[config.mk]
export PLATFORM = sky130hd
export DESIGN_NAME = screen_ctrl
export DESIGN_NICKNAME = d
export VERILOG_FILES = /design/src/rtl/screen_ctrl_pkg.sv /design/src/rtl/screen_ctrl_edge_latch.sv /design/src/rtl/screen_ctrl.sv
export SDC_FILE = /design/constraint.sdc
export NUM_CORES = 1
export LEC_CHECK = 0
export ABC_AREA = 1
export BUFFER_PORTS_ARGS = -buffer_cell sky130_fd_sc_hd__buf_2
export CAP_MARGIN = 5
export CORE_MARGIN = 2
export CORE_UTILIZATION = 55
export DETAILED_ROUTE_END_ITERATION = 10
export GPL_TIMING_DRIVEN = 1
export PLACE_DENSITY = 0.77
export SYNTH_ARGS = -nofsm -noshare
export SYNTH_HDL_FRONTEND = slang
export SYNTH_SLANG_ARGS = --single-unit
[constraint.sdc]
create_clock -name clk -period 2.41 [get_ports clk]
set_input_delay 0 -clock clk [delete_from_list [all_inputs] [get_ports clk]]
set_output_delay 0 -clock clk [all_outputs]
set_load 0.05 [all_outputs]
[src/rtl/screen_ctrl_pkg.sv]
// Shared game package: screen codes used by the screen controller and the screen drawer,
// plus sizing helpers for the hold counter.
package screen_ctrl_pkg;

   localparam int SCREEN_W = 2;

   typedef enum logic [SCREEN_W-1:0] {
      S_START = 2'd0,
      S_PLAY  = 2'd1,
      S_LOSE  = 2'd2,
      S_WIN   = 2'd3
   } screen_t;

   // Counter width able to hold the larger hold value; never narrower than one bit.
   function automatic int hold_cnt_w(input int a, input int b);
      int m;
      m = (a > b) ? a : b;
      return (m < 1) ? 1 : $clog2(m + 1);
   endfunction

endpackage

[src/rtl/screen_ctrl_edge_latch.sv]
// Event detector with a sticky pending flag. hit reflects the stored flag ORed with the
// current event, so an event coincident with a frame boundary is honoured that cycle.
module edge_latch #(
   parameter bit EDGE_DET = 1'b1,
   parameter bit PREV_RST = 1'b1
) (
   input  logic clk,
   input  logic rst,
   input  logic sig,
   input  logic clr,
   output logic hit
);

   logic prev_q;
   logic pend_q;
   logic pend_d;
   logic evt;

   // Previous value resets high so a level held through reset is not seen as an edge.
   assign evt    = EDGE_DET ? (sig & ~prev_q) : sig;
   assign hit    = pend_q | evt;
   assign pend_d = clr ? 1'b0 : hit;

   always_ff @(posedge clk or negedge rst) begin
      if (!rst) begin
         prev_q <= PREV_RST;
         pend_q <= 1'b0;
      end else begin
         prev_q <= sig;
         pend_q <= pend_d;
      end
   end

endmodule

[src/rtl/screen_ctrl.sv]
// Game screen sequencer: START -> PLAY -> LOSE/WIN -> START, with every change aligned
// to a frame boundary and a minimum hold time on the outcome screens.
module screen_ctrl
   import screen_ctrl_pkg::*;
#(
   parameter int LOSE_HOLD_FRAMES = 120,
   parameter int WIN_HOLD_FRAMES  = 120
) (
   input  logic                clk,
   input  logic                rst,
   input  logic                frame_start,
   input  logic                key_enter,
   input  logic                key_space,
   input  logic                lose,
   input  logic                win,
   output logic [SCREEN_W-1:0] screen_sel,
   output logic                game_run,
   output logic                start_game,
   output logic                game_rst
);

   localparam int CNT_W = hold_cnt_w(LOSE_HOLD_FRAMES, WIN_HOLD_FRAMES);
   localparam logic [CNT_W-1:0] LOSE_HOLD = CNT_W'(LOSE_HOLD_FRAMES);
   localparam logic [CNT_W-1:0] WIN_HOLD  = CNT_W'(WIN_HOLD_FRAMES);

   screen_t          state_q, state_d;
   logic [CNT_W-1:0] cnt_q, cnt_d;
   logic [CNT_W-1:0] hold;
   logic             start_q, start_d;
   logic             grst_q, grst_d;
   logic             run_q, run_d;
   logic             go_hit, lose_hit, win_hit;
   logic             go_clr, trans, hold_done;

   edge_latch #(.EDGE_DET(1'b1), .PREV_RST(1'b1)) u_go (
      .clk (clk),
      .rst (rst),
      .sig (key_enter | key_space),
      .clr (go_clr),
      .hit (go_hit)
   );

   edge_latch #(.EDGE_DET(1'b0), .PREV_RST(1'b0)) u_lose (
      .clk (clk),
      .rst (rst),
      .sig (lose),
      .clr (trans),
      .hit (lose_hit)
   );

   edge_latch #(.EDGE_DET(1'b0), .PREV_RST(1'b0)) u_win (
      .clk (clk),
      .rst (rst),
      .sig (win),
      .clr (trans),
      .hit (win_hit)
   );

   assign hold      = (state_q == S_WIN) ? WIN_HOLD : LOSE_HOLD;
   assign hold_done = (cnt_q >= hold);

   always_comb begin
      state_d = state_q;
      cnt_d   = cnt_q;
      start_d = 1'b0;
      grst_d  = 1'b0;
      trans   = 1'b0;
      go_clr  = 1'b0;
      case (state_q)
         S_START: begin
            if (frame_start && go_hit) begin
               state_d = S_PLAY;
               start_d = 1'b1;
               grst_d  = 1'b1;
               trans   = 1'b1;
            end
         end
         S_PLAY: begin
            go_clr = 1'b1;
            if (frame_start && lose_hit) begin
               state_d = S_LOSE;
               trans   = 1'b1;
            end else if (frame_start && win_hit) begin
               state_d = S_WIN;
               trans   = 1'b1;
            end
         end
         S_LOSE, S_WIN: begin
            // Keys pressed during the hold window are dropped, not deferred.
            if (!hold_done) begin
               go_clr = 1'b1;
            end
            if (frame_start) begin
               if (hold_done && go_hit) begin
                  state_d = S_START;
                  grst_d  = 1'b1;
                  trans   = 1'b1;
               end else if (!hold_done) begin
                  cnt_d = cnt_q + 1'b1;
               end
            end
         end
         default: begin
            state_d = S_START;
            trans   = 1'b1;
         end
      endcase
      if (trans) begin
         go_clr = 1'b1;
         cnt_d  = '0;
      end
      run_d = (state_d == S_PLAY);
   end

   always_ff @(posedge clk or negedge rst) begin
      if (!rst) begin
         state_q <= S_START;
         cnt_q   <= '0;
         start_q <= 1'b0;
         grst_q  <= 1'b0;
         run_q   <= 1'b0;
      end else begin
         state_q <= state_d;
         cnt_q   <= cnt_d;
         start_q <= start_d;
         grst_q  <= grst_d;
         run_q   <= run_d;
      end
   end

   assign screen_sel = state_q;
   assign game_run   = run_q;
   assign start_game = start_q;
   assign game_rst   = grst_q;

endmodule

==> metrics.cfg <==
[clock_tree]
cts_made_buffers = 3
post_cts_buffers = 0
clock-sinks = 16
cts_max_level = 1
clk-insertion-delay-late_ps = 290
clkSlewWorstSetupHoldPaths_ps = 100
clockRootBuffer = clkbuf_4
clockBufferDepth = 2
cts_tree = done

[placed_design]
placed_area_um2 = 906
io_buffers = 11
gp_congestion = 0.813
place_hpwl_um = 1150

[yosys]
ys_types = 20
synth_seq_area_share_pct = 48.3
synth_seq_cells = 16
syn_avg_cell_area_um2 = 8.31
syn-cell-area_um2 = 831
synth_warnings = 0
syn_nets = 109
syn_inst = 100

[setup_path]
path_max_fanout = 7
path_class = flop to flop
crit_path_end_kind = flop
start_kind = flop
required_ps = 2600
cp.arrival_ps = 1530

[routing]
ant_nets = 0
vias = 689
vias_per_cell = 5.07
first_pass_iters = 4
first_iter_violations = 8
drc = 0
routedWlPerCell_um = 12.0
routed_wl_um = 1630

[global_routing]
antenna_found_initial = 0
groute.usage.overall_pct = 20.6
globalRouteOverflowTotal = 0
grt_max_degree = 17
grt_pass1_vias = 638
grt_pass1_wl_um = 2680

[floorplan]
start_util_pct = 57.1
core_um2 = 1450
die_area_um2 = 1840
die_h_um = 42.9
io_pins = 12
dieWidth_um = 42.9
row_count = 14

[timing]
whs_ps = 87.4
fin_tns_setup_ps = 0
finalHoldViolCount = 0
tightest_slew_ps = 364
rsz0062_at_grt = no
slew_headroom_pct = 75.7
fin_crit_ps = 1340
final_max_slew_viol_count = 0
setup_viol = 0
min_period_over_period_pct = 55.5
fmax_mhz = 748
skew_ps = 1.34

[final_layout]
fin_util_pct = 68.2
regArea_um2 = 402
drive_gt1_share_pct = 23.3
fillers = 124
nets = 130
final_common_cell = nand2_1
diodes = 0
layout_common_cells = 28 x nand2_1, 15 x nor2_1, 15 x dfrtp_1
fin_area_um2 = 992
syn2layout_area_growth_pct = 19.4
multi_input_area_um2 = 384

[pwr]
peakVddDrop_mv = 0.572
p_per_area_nw_per_um2 = 955
p_leak_uw = 0.000524

[outcome]
outcome = finished, final reports clean

[flow_run]
cap_viol_max_count = 0

[min_path]
worstHoldPathType = input pin to flop

==> state kept, by name, summed over array words and instances, names as in the netlist <==
register and flops:
cnt_q 7, screen_sel 2, game_rst 1, game_run 1, start_game 1, u_go.pend_q 1, u_go.prev_q 1, u_lose.pend_q 1
u_win.pend_q 1
==> through the flow <==
stage               cells  worst slack (ps)  power, uW
floorplan             100               966        677
global placement      127              1150        750
detailed placement    127              1110        758
CTS                   136              1080        952
global route          136               973       1010
finish                136              1070        947
==> area by class of cell <==
class / count / share of cell area (%)
Clock buffer: 4 / 3.66
Inverter: 12 / 4.54
Multi-Input combinational cell: 72 / 38.7
Sequential cell: 16 / 40.5
Tap cell: 16 / 2.02
Timing Repair Buffer: 16 / 10.6
==> per-layer routing <==
layer / global-route usage [%] / up-vias / part of all wire, %
met5: 0 / - / 0
met4: 13.1 / 0 / 2.7
met2: 32.7 / 14 / 50
li1: - / 353 / -
met1: 26.4 / 317 / 44
met3: 2.55 / 5 / 3.3
==> worst max-delay path, stage by stage, from the launching register on <==
cell and delay, ps:
dfrtp_1 420, nand2_1 200, nor2_4 90, nor3_4 250, nand2_1 130, nand2_1 100
nor2_1 50
==> cell usage after synthesis (all sizes together) <==
cell / count / area (um^2)
a21oi: 4 / 23.8
dfrtp: 15 / 375
dfstp: 1 / 26.3
ha: 2 / 25.0
inv: 12 / 45.1
nand2: 29 / 111
nand3: 11 / 72.6
nor2: 18 / 85.1
nor3: 5 / 47.5
o21ai: 1 / 5.00
o21bai: 1 / 7.51
or2: 1 / 6.26
==> cells by family (layout without fill, tap and decap cells) <==
family,Yosys count,after routing,share of synthesized area (%)
adders and majority gates,2,2,3.01
and+or+nand+nor,64,64,38.9
DFF,16,16,48.3
AOI/OAI and AO/OA,6,6,4.37
buffers and inverters,12,32,5.42
==> worst paths after layout <==
check / from / end / slack (ps) / cells after the start
hold / removal: frame_start / cnt_q[5]$_DFFE_PN0P_ / 90 / 5
min in group asynchronous: rst / cnt_q[5]$_DFFE_PN0P_ / 140 / 2
setup / recovery: cnt_q[4]$_DFFE_PN0P_ / cnt_q[0]$_DFFE_PN0P_ / 1070 / 6
hold reg to reg: u_win.pend_q$_DFF_PN0_ / u_win.pend_q$_DFF_PN0_ / 510 / 2
setup reg to reg: cnt_q[4]$_DFFE_PN0P_ / cnt_q[0]$_DFFE_PN0P_ / 1070 / 6
max in group asynchronous: rst / u_go.prev_q$_DFF_PN1_ / 1970 / 2
==> what timing repair did <==
| action | CTS | global route |
|---|---|---|
| hold endpoints to repair | 19 | 0 |
| hold buffers | 5 | 0 |
| resized for setup | 0 | 0 |
==> power breakdown <==
part	leakage, uW	total (uW)	internal (uW)	switching (uW)
Clock	0.0000210	184	92.2	91.5
Sequential	0.000196	401	341	60.4
Combinational	0.000307	362	115	247
Note: power is estimated with default switching activity, not from simulation.
